### src/rtl/regfile_wb_ctrl.sv
// Writeback controller: sole driver of the regfile write port, merging ALU results with buffered load responses.
// Optional operand bypass from the registered write port is enabled by defining WB_BYPASS_EN.
module regfile_wb_ctrl #(
  parameter int XLEN     = 32,
  parameter int LQ_DEPTH = 2
) (
  input  logic                      clk,
  input  logic                      reset_n,
  input  logic                      alu_valid,
  output logic                      alu_ready,
  input  logic [4:0]                alu_rd,
  input  logic [XLEN-1:0]           alu_data,
  input  logic                      ld_issue,
  input  logic [4:0]                ld_issue_rd,
  input  logic                      ld_rsp_valid,
  output logic                      ld_rsp_ready,
  input  logic [4:0]                ld_rsp_rd,
  input  logic [XLEN-1:0]           ld_rsp_data,
  input  logic [4:0]                rs1,
  input  logic [4:0]                rs2,
  input  logic [XLEN-1:0]           rf_rd1,
  input  logic [XLEN-1:0]           rf_rd2,
  output logic                      rs1_busy,
  output logic                      rs2_busy,
  output logic [XLEN-1:0]           byp_rd1,
  output logic [XLEN-1:0]           byp_rd2,
  output logic                      we,
  output logic [4:0]                rd,
  output logic [XLEN-1:0]           wd,
  output logic [$clog2(LQ_DEPTH):0] lq_count
);

  localparam int PW = $clog2(LQ_DEPTH);
  localparam int CW = PW + 1;

  logic [4:0]      lq_rd   [LQ_DEPTH];
  logic [XLEN-1:0] lq_data [LQ_DEPTH];
  logic [PW-1:0]   wr_ptr;
  logic [PW-1:0]   rd_ptr;
  logic [31:0]     pending;
  logic [31:0]     pending_nxt;

  logic            push;
  logic            sel_ld;
  logic            sel_alu;
  logic            sel_any;
  logic [4:0]      sel_rd;
  logic [XLEN-1:0] sel_data;

  assign ld_rsp_ready = (lq_count != CW'(LQ_DEPTH));
  assign alu_ready    = (lq_count == '0);
  assign push         = ld_rsp_valid & ld_rsp_ready;

  // Buffered loads always win; the ALU only gets the port when the queue is empty.
  assign sel_ld   = (lq_count != '0);
  assign sel_alu  = !sel_ld && alu_valid;
  assign sel_any  = sel_ld | sel_alu;
  assign sel_rd   = sel_ld ? lq_rd[rd_ptr]   : alu_rd;
  assign sel_data = sel_ld ? lq_data[rd_ptr] : alu_data;

  always_ff @(posedge clk) begin
    if (push) begin
      lq_rd[wr_ptr]   <= ld_rsp_rd;
      lq_data[wr_ptr] <= ld_rsp_data;
    end
  end

  always_ff @(posedge clk or negedge reset_n) begin
    if (!reset_n) begin
      wr_ptr   <= '0;
      rd_ptr   <= '0;
      lq_count <= '0;
    end else begin
      if (push)   wr_ptr <= wr_ptr + PW'(1);
      if (sel_ld) rd_ptr <= rd_ptr + PW'(1);
      case ({push, sel_ld})
        2'b10:   lq_count <= lq_count + CW'(1);
        2'b01:   lq_count <= lq_count - CW'(1);
        default: lq_count <= lq_count;
      endcase
    end
  end

  always_ff @(posedge clk or negedge reset_n) begin
    if (!reset_n) begin
      we <= 1'b0;
      rd <= '0;
      wd <= '0;
    end else begin
      we <= sel_any && (sel_rd != 5'd0);
      if (sel_any) begin
        rd <= sel_rd;
        wd <= sel_data;
      end
    end
  end

  // Set is applied after clear so a same-edge reissue keeps the register pending.
  always_comb begin
    pending_nxt = pending;
    if (sel_ld) pending_nxt[sel_rd] = 1'b0;
    if (ld_issue && (ld_issue_rd != 5'd0)) pending_nxt[ld_issue_rd] = 1'b1;
    pending_nxt[0] = 1'b0;
  end

  always_ff @(posedge clk or negedge reset_n) begin
    if (!reset_n) pending <= '0;
    else          pending <= pending_nxt;
  end

  logic hit1;
  logic hit2;
  assign hit1 = we && (rd == rs1) && (rs1 != 5'd0);
  assign hit2 = we && (rd == rs2) && (rs2 != 5'd0);

`ifdef WB_BYPASS_EN
  assign rs1_busy = pending[rs1] && (rs1 != 5'd0);
  assign rs2_busy = pending[rs2] && (rs2 != 5'd0);
  assign byp_rd1  = hit1 ? wd : rf_rd1;
  assign byp_rd2  = hit2 ? wd : rf_rd2;
`else
  // Without forwarding, decode waits one cycle for the in-flight write to land.
  assign rs1_busy = (pending[rs1] && (rs1 != 5'd0)) || hit1;
  assign rs2_busy = (pending[rs2] && (rs2 != 5'd0)) || hit2;
  assign byp_rd1  = rf_rd1;
  assign byp_rd2  = rf_rd2;
`endif

endmodule

### config.mk
export PLATFORM = sky130hd
export DESIGN_NAME = regfile_wb_ctrl
export DESIGN_NICKNAME = d
export VERILOG_FILES = /design/src/rtl/regfile_wb_ctrl.sv
export SDC_FILE = /design/constraint.sdc
export NUM_CORES = 1
export LEC_CHECK = 0
export BUFFER_PORTS_ARGS = -buffer_cell sky130_fd_sc_hd__buf_2
export CORE_MARGIN = 5
export CORE_UTILIZATION = 30
export CTS_CLUSTER_SIZE = 12
export DETAILED_ROUTE_END_ITERATION = 10
export MAX_ROUTING_LAYER = met4
export SLEW_MARGIN = 5
export SYNTH_ARGS = -nofsm -noshare
export SYNTH_HDL_FRONTEND = slang
export SYNTH_SLANG_ARGS = --single-unit
### constraint.sdc
create_clock -name clk -period 4.99 [get_ports clk]
set_clock_uncertainty 0.15 [all_clocks]
set_input_delay 0.7485 -clock clk [delete_from_list [all_inputs] [get_ports clk]]
set_output_delay 0.7485 -clock clk [all_outputs]
set_load 0.01 [all_outputs]
==> Word-level counts from Yosys, hierarchy flattened <==
Memory sizes are Yosys's and may differ from the RTL's.
Cells that the tools add are included.
{ "totals": {"regBits": 73, "ramBits": 74, "out_inout_bits": 108, "n_memories": 2} }
{ "mem_list": {"columns": ["memory", "depth", "word_bits", "rd", "rd_clocked_by_memory_dff", "write_ports", "line_no", "source"], "rows": [
  ["lq_data", 2, 32, 1, 0, 1, "37", "logic [XLEN-1:0] lq_data [LQ_DEPTH];"],
  ["lq_rd", 2, 5, 1, 0, 1, "36", "logic [4:0] lq_rd [LQ_DEPTH];"]
]} }
{ "classes": {"n_addsub": 4, "magnitude_cmp": 6, "n_eq_ne": 5, "n_mux": 15, "bitwise": 5, "n_reduce_logical": 21} }
{ "op_table": {"columns": ["op", "n"], "rows": [
  ["$mux 32", 3],
  ["$and 32x32->32", 1],
  ["$not 32->32", 1],
  ["$or 32x32->32", 1],
  ["$lt 5x6->1 const B", 4],
  ["$reduce_bool 5->1", 4],
  ["$logic_and 1x1->1", 11],
  ["$bmux 1 s5", 2],
  ["$demux 1 s5", 2],
  ["$eq 5x5->1", 2],
  ["$ge 5x1->1 const B", 2],
  ["$mux 1", 6],
  ["$mux 5", 1],
  ["$pmux 2 s2", 1],
  ["$reduce_bool 2->1", 2],
  ["$add 1x1->1 const B", 2],
  ["$add 2x1->2 const B", 1],
  ["$eq 2x1->1 const B", 1],
  ["$eq 2x2->1 const B", 1],
  ["$logic_not 2->1", 1],
  ["$logic_or 1x1->1", 2],
  ["$ne 2x2->1 const B", 1],
  ["$sub 2x1->2 const B", 1],
  ["$and 1x1->1", 1],
  ["2 further kinds", 2]
]} }

==> Longest topological paths before layout <==
{ "depth": {"depth_word": 11, "ltp_mapped": 8, "mapped_depth_nobuf": 6} }

==> Worst setup path after synthesis <==
Ideal clock, no wire load.
{ "synth_timing": {"kind": "input port to flip-flop", "from": "in ld_rsp_valid", "to": "mem lq_data[0][0] (enable)", "setup_ns": 0.431, "arrival_time_ns": 2.406, "path_slack_ns": 2.003, "path_stages": 2, "n_path_buf": 0, "cell_sequence": "nand2_1 nor2_1"} }
{ "synth_via": {"elab_chain_cells": 3} }
{ "synth_lines": {"columns": ["element", "line_no", "source"], "rows": [
  ["start, declared", "15", "input logic ld_rsp_valid,"],
  ["$and 1x1->1", "52", "assign push = ld_rsp_valid & ld_rsp_ready;"],
  ["$mux 1", "62", "if (push) begin"],
  ["$mux 1 (implied by the code)", "64", "lq_data[wr_ptr] <= ld_rsp_data;"],
  ["end, declared", "37", null]
]} }
No other way between the ends.

==> Worst setup path after layout <==
{ "layout_timing": {"from": "in rs1[1]", "to": "out rs1_busy"} }
{ "layout_via": {"elab_chain_cells": 4, "elab_cells_between_ends": 8} }
{ "layout_lines": {"columns": ["element", "line_no", "source"], "rows": [
  ["start, declared", "19", "input logic [4:0] rs1,"],
  ["$bmux 1 s5 or $eq 5x5->1 (tied branches)", "123, 113", null],
  ["$mux 1 (implied by the code) or $logic_and 1x1->1 (tied branches)", "123, 113", null],
  ["$logic_and 1x1->1 (on tied branches)", "123, 113", null],
  ["$logic_or 1x1->1 *", "123", "assign rs1_busy = (pending[rs1] && (rs1 != 5'd0)) || hit1;"],
  ["end, declared", "23", "output logic rs1_busy,"]
]} }
Mark *: on every way between the ends. The rest lies on a longest branch, timed or not. The select of a mux whose other input is x is not followed.

==> impl_results.md <==
- Worst-path clk slew: 0.06 ns
- Dpl ws: 1.84 ns
- TritonRoute pass-1 iters: 4
- Hold WS: approximately 0.33 ns
- Post-route ant nets: 0
- Commonest cells after routing, fill and taps aside: buf_2, edfxtp_1, dfrtp_1
- Post-CTS Setup Bufs: 0
- Critical Path RT: 4.09 ns
- Routed wire length: 17500 um
- Seq/Total Area, Yosys: a little under three fifths
- DP Wirelength: approximately 12000 um
- Register share of total power: between 40% and 50%
- Die ar.: 0.0272 sq mm
- WS Path Type: primary input to output port
- GRT overflow: 0
- Largest net degree at the start of global routing: 74
- CTS tree: done
- Startpoint types: primary input
- Clock share of power: 25.8%
- Gate Count Post-Synth: between 500 and 600
- # Max-Cap Violations: 0
- Outcome: finished clean
- Clock Sinks: about 150
- DIE WIDTH: ~170 um
- Final setup viols: 0
- Pleak: 3.26 nW
- Routed vias/inst: approximately 4.9
- Die height: ~170 um
- Root Driver: clkbuf_16
- GRT Total Usage: a little over an eighth
- Tcrit/Tclk final: 63.1%
- Quantity of hold-fixing buffers added after cts: 0
- Syn_area_per_cell: approximately 13 sq um
- DRT iter0 DRCs: 344
- Slew margin rel.: between 10% and 20%
- Post-route cell area: just over 0.008 sq mm
- Setup repair after global routing missed its margin: false
- FF+latch count, synth: ~150
- Worst setup margin: between 1.5 and 2 ns
- Arr. time, crit path: between 2 and 2.5 ns
- Inserted Clock Buffers: 17
- Fmax: between 300 and 400 MHz
- Yosys cell types: 47
- Final Slew Violations: 0
- Switch Pwr: roughly 1.9 mW
- Fin crit period: roughly 3.1 ns
- Initial antenna violation count: 4
- Final TNS setup: 0 ns
- Clock Path Buffers: 2
- Worst Setup End Kind: output port
- Pwr Density: about 620 mW/mm^2
- H-tree depth: 4
- Post-Syn Area: 0.00721 sq mm
- Initial Util: around 31%
- DRC viols: 0
- Vias in the first global route: roughly 4.8k
- IR Drop Worst-Case VDD: between 0.0002 and 0.0003 V
- Yosys warnings: 0
- Skew-Pair Late Insertion Delay: ~0.42 ns
- Worst slew pin tran: 1.25 ns
- I/O Buffers: roughly 140
- Cell row count: 56
- GPL Wtd Cong: 0.863
- Most used DFF post-synth: edfxtp_1
- WL per Instance: approximately 18 um
- Final net count: ~800
- Most common cell after layout, fill and taps aside: buf_2
- Layout cells sized above 1: between 30% and 40%
- Fin util: a little over a third
- Global-route wire length before repair: 27300 um
- Post_cts resized: 0
- Post-synthesis async set-or-reset flop share: about half
- Post-synth EDFFs: between 70 and 80
- Io pins: between 200 and 300
- Comb pwr share: between 30% and 40%
- Core area: 0.0235 sq mm
- P&R area growth vs syn: 15.0%
- Syn Nets: 730
- Vias: 4758
- CP Max Fanout: 12
- Final hold vios: 0
- Net Sw Frac: 36.9%
- Worst hold path type: primary input to asynchronous set/reset pin
- Post-DP Area: ~0.0077 sq mm
- Internal power: ~3.3 mW
## worst paths after layout
path                                       from        endpoint  slack (ns)  cells after the start
worst max register to register           rd_ptr     pending[25]        2.24                      5
min in group clk                ld_rsp_data[20]  lq_data[0][20]        0.36                      1
worst min register to register   lq_data[1][25]          wd[25]        0.37                      2
worst min-delay path                    reset_n           wd[1]        0.33                      1
worst max-delay path                     rs1[1]        rs1_busy        1.84                      6
max in group asynchronous               reset_n          rd_ptr        3.66                      1
## power by group through the flow
stage | Combinational (mW) | Clock [mW] | Sequential, mW
CTS | 1.77 | 1.37 | 2.09
global placement | 1.74 | 0 | 2.10
global route | 1.94 | 1.42 | 2.14
floorplan | 1.28 | 0 | 2.04
detailed placement | 1.77 | 0 | 2.10
finish | 1.74 | 1.33 | 2.09
## area by class of cell
type | count | area [sq um]
Sequential cell | 147 | 4050
Clock buffer | 18 | 439
Timing Repair Buffer | 143 | 733
Inverter | 6 | 22.5
Multi-Input combinational cell | 313 | 2460
Clock inverter | 14 | 176
Fill cell | 2351 | 15300
Antenna cell | 4 | 10.0
Tap cell | 319 | 399
## registers in the layout, summed over array words and instances (netlist names)
name and flops:
lq_data 64, wd 32, pending 31, lq_rd 10, rd 5, lq_count 2, rd_ptr 1, we 1
wr_ptr 1
## cells in the mapped netlist, types with 8 or more instances
| library cell | instances | share of area [%] |
|---|---|---|
| edfxtp_1 | 74 | 31 |
| nor2b_1 | 35 | 3.0 |
| a211oi_1 | 33 | 3.4 |
| nand2_1 | 9 | 0.47 |
| a31oi_1 | 8 | 0.69 |
| xor2_1 | 9 | 1.1 |
| mux2i_1 | 41 | 5.7 |
| o21ai_0 | 28 | 1.9 |
| mux4_2 | 12 | 3.7 |
| dfrtp_1 | 73 | 25 |
| a21oi_1 | 37 | 2.6 |
| buf_1 | 9 | 0.47 |
| clkbuf_1 | 13 | 0.68 |
| buf_2 | 14 | 0.97 |
| buf_4 | 64 | 6.7 |
| o41ai_1 | 27 | 3.3 |
## through the flow
stage	total power, mW	instances
6_report	5.16	964
5_1_grt	5.50	964
4_1_cts	5.23	960
3_5_place_dp	3.87	928
3_3_place_gp	3.84	928
2_1_floorplan	3.32	571
## layer usage
layer,GRT usage [%],vias up,share of wire (%)
met5,-,-,0
met4,4.76,0,1.8
met3,4.32,41,8.0
met2,19.7,171,47
met1,17.4,2316,44
li1,-,2230,-
## worst max-delay path, stage by stage
cell and delay [ns]:
buf_2 0.28, mux4_2 0.54, mux2_2 0.27, a32oi_1 0.17, a32oi_1 0.09, buf_2 0.15
## logic make-up after synthesis
| logic type | after synthesis | synth area share [%] |
|---|---|---|
| adders and majority gates | 1 | 0.173 |
| buffers and inverters | 111 | 9.87 |
| xor gates and xnor gates | 13 | 1.58 |
| AOI/OAI and AO/OA | 156 | 14.9 |
| DFF | 147 | 56.1 |
| muxes | 60 | 10.5 |
| and+or+nand+nor | 83 | 6.85 |
No activity file was read; power rests on OpenSTA's default activity.
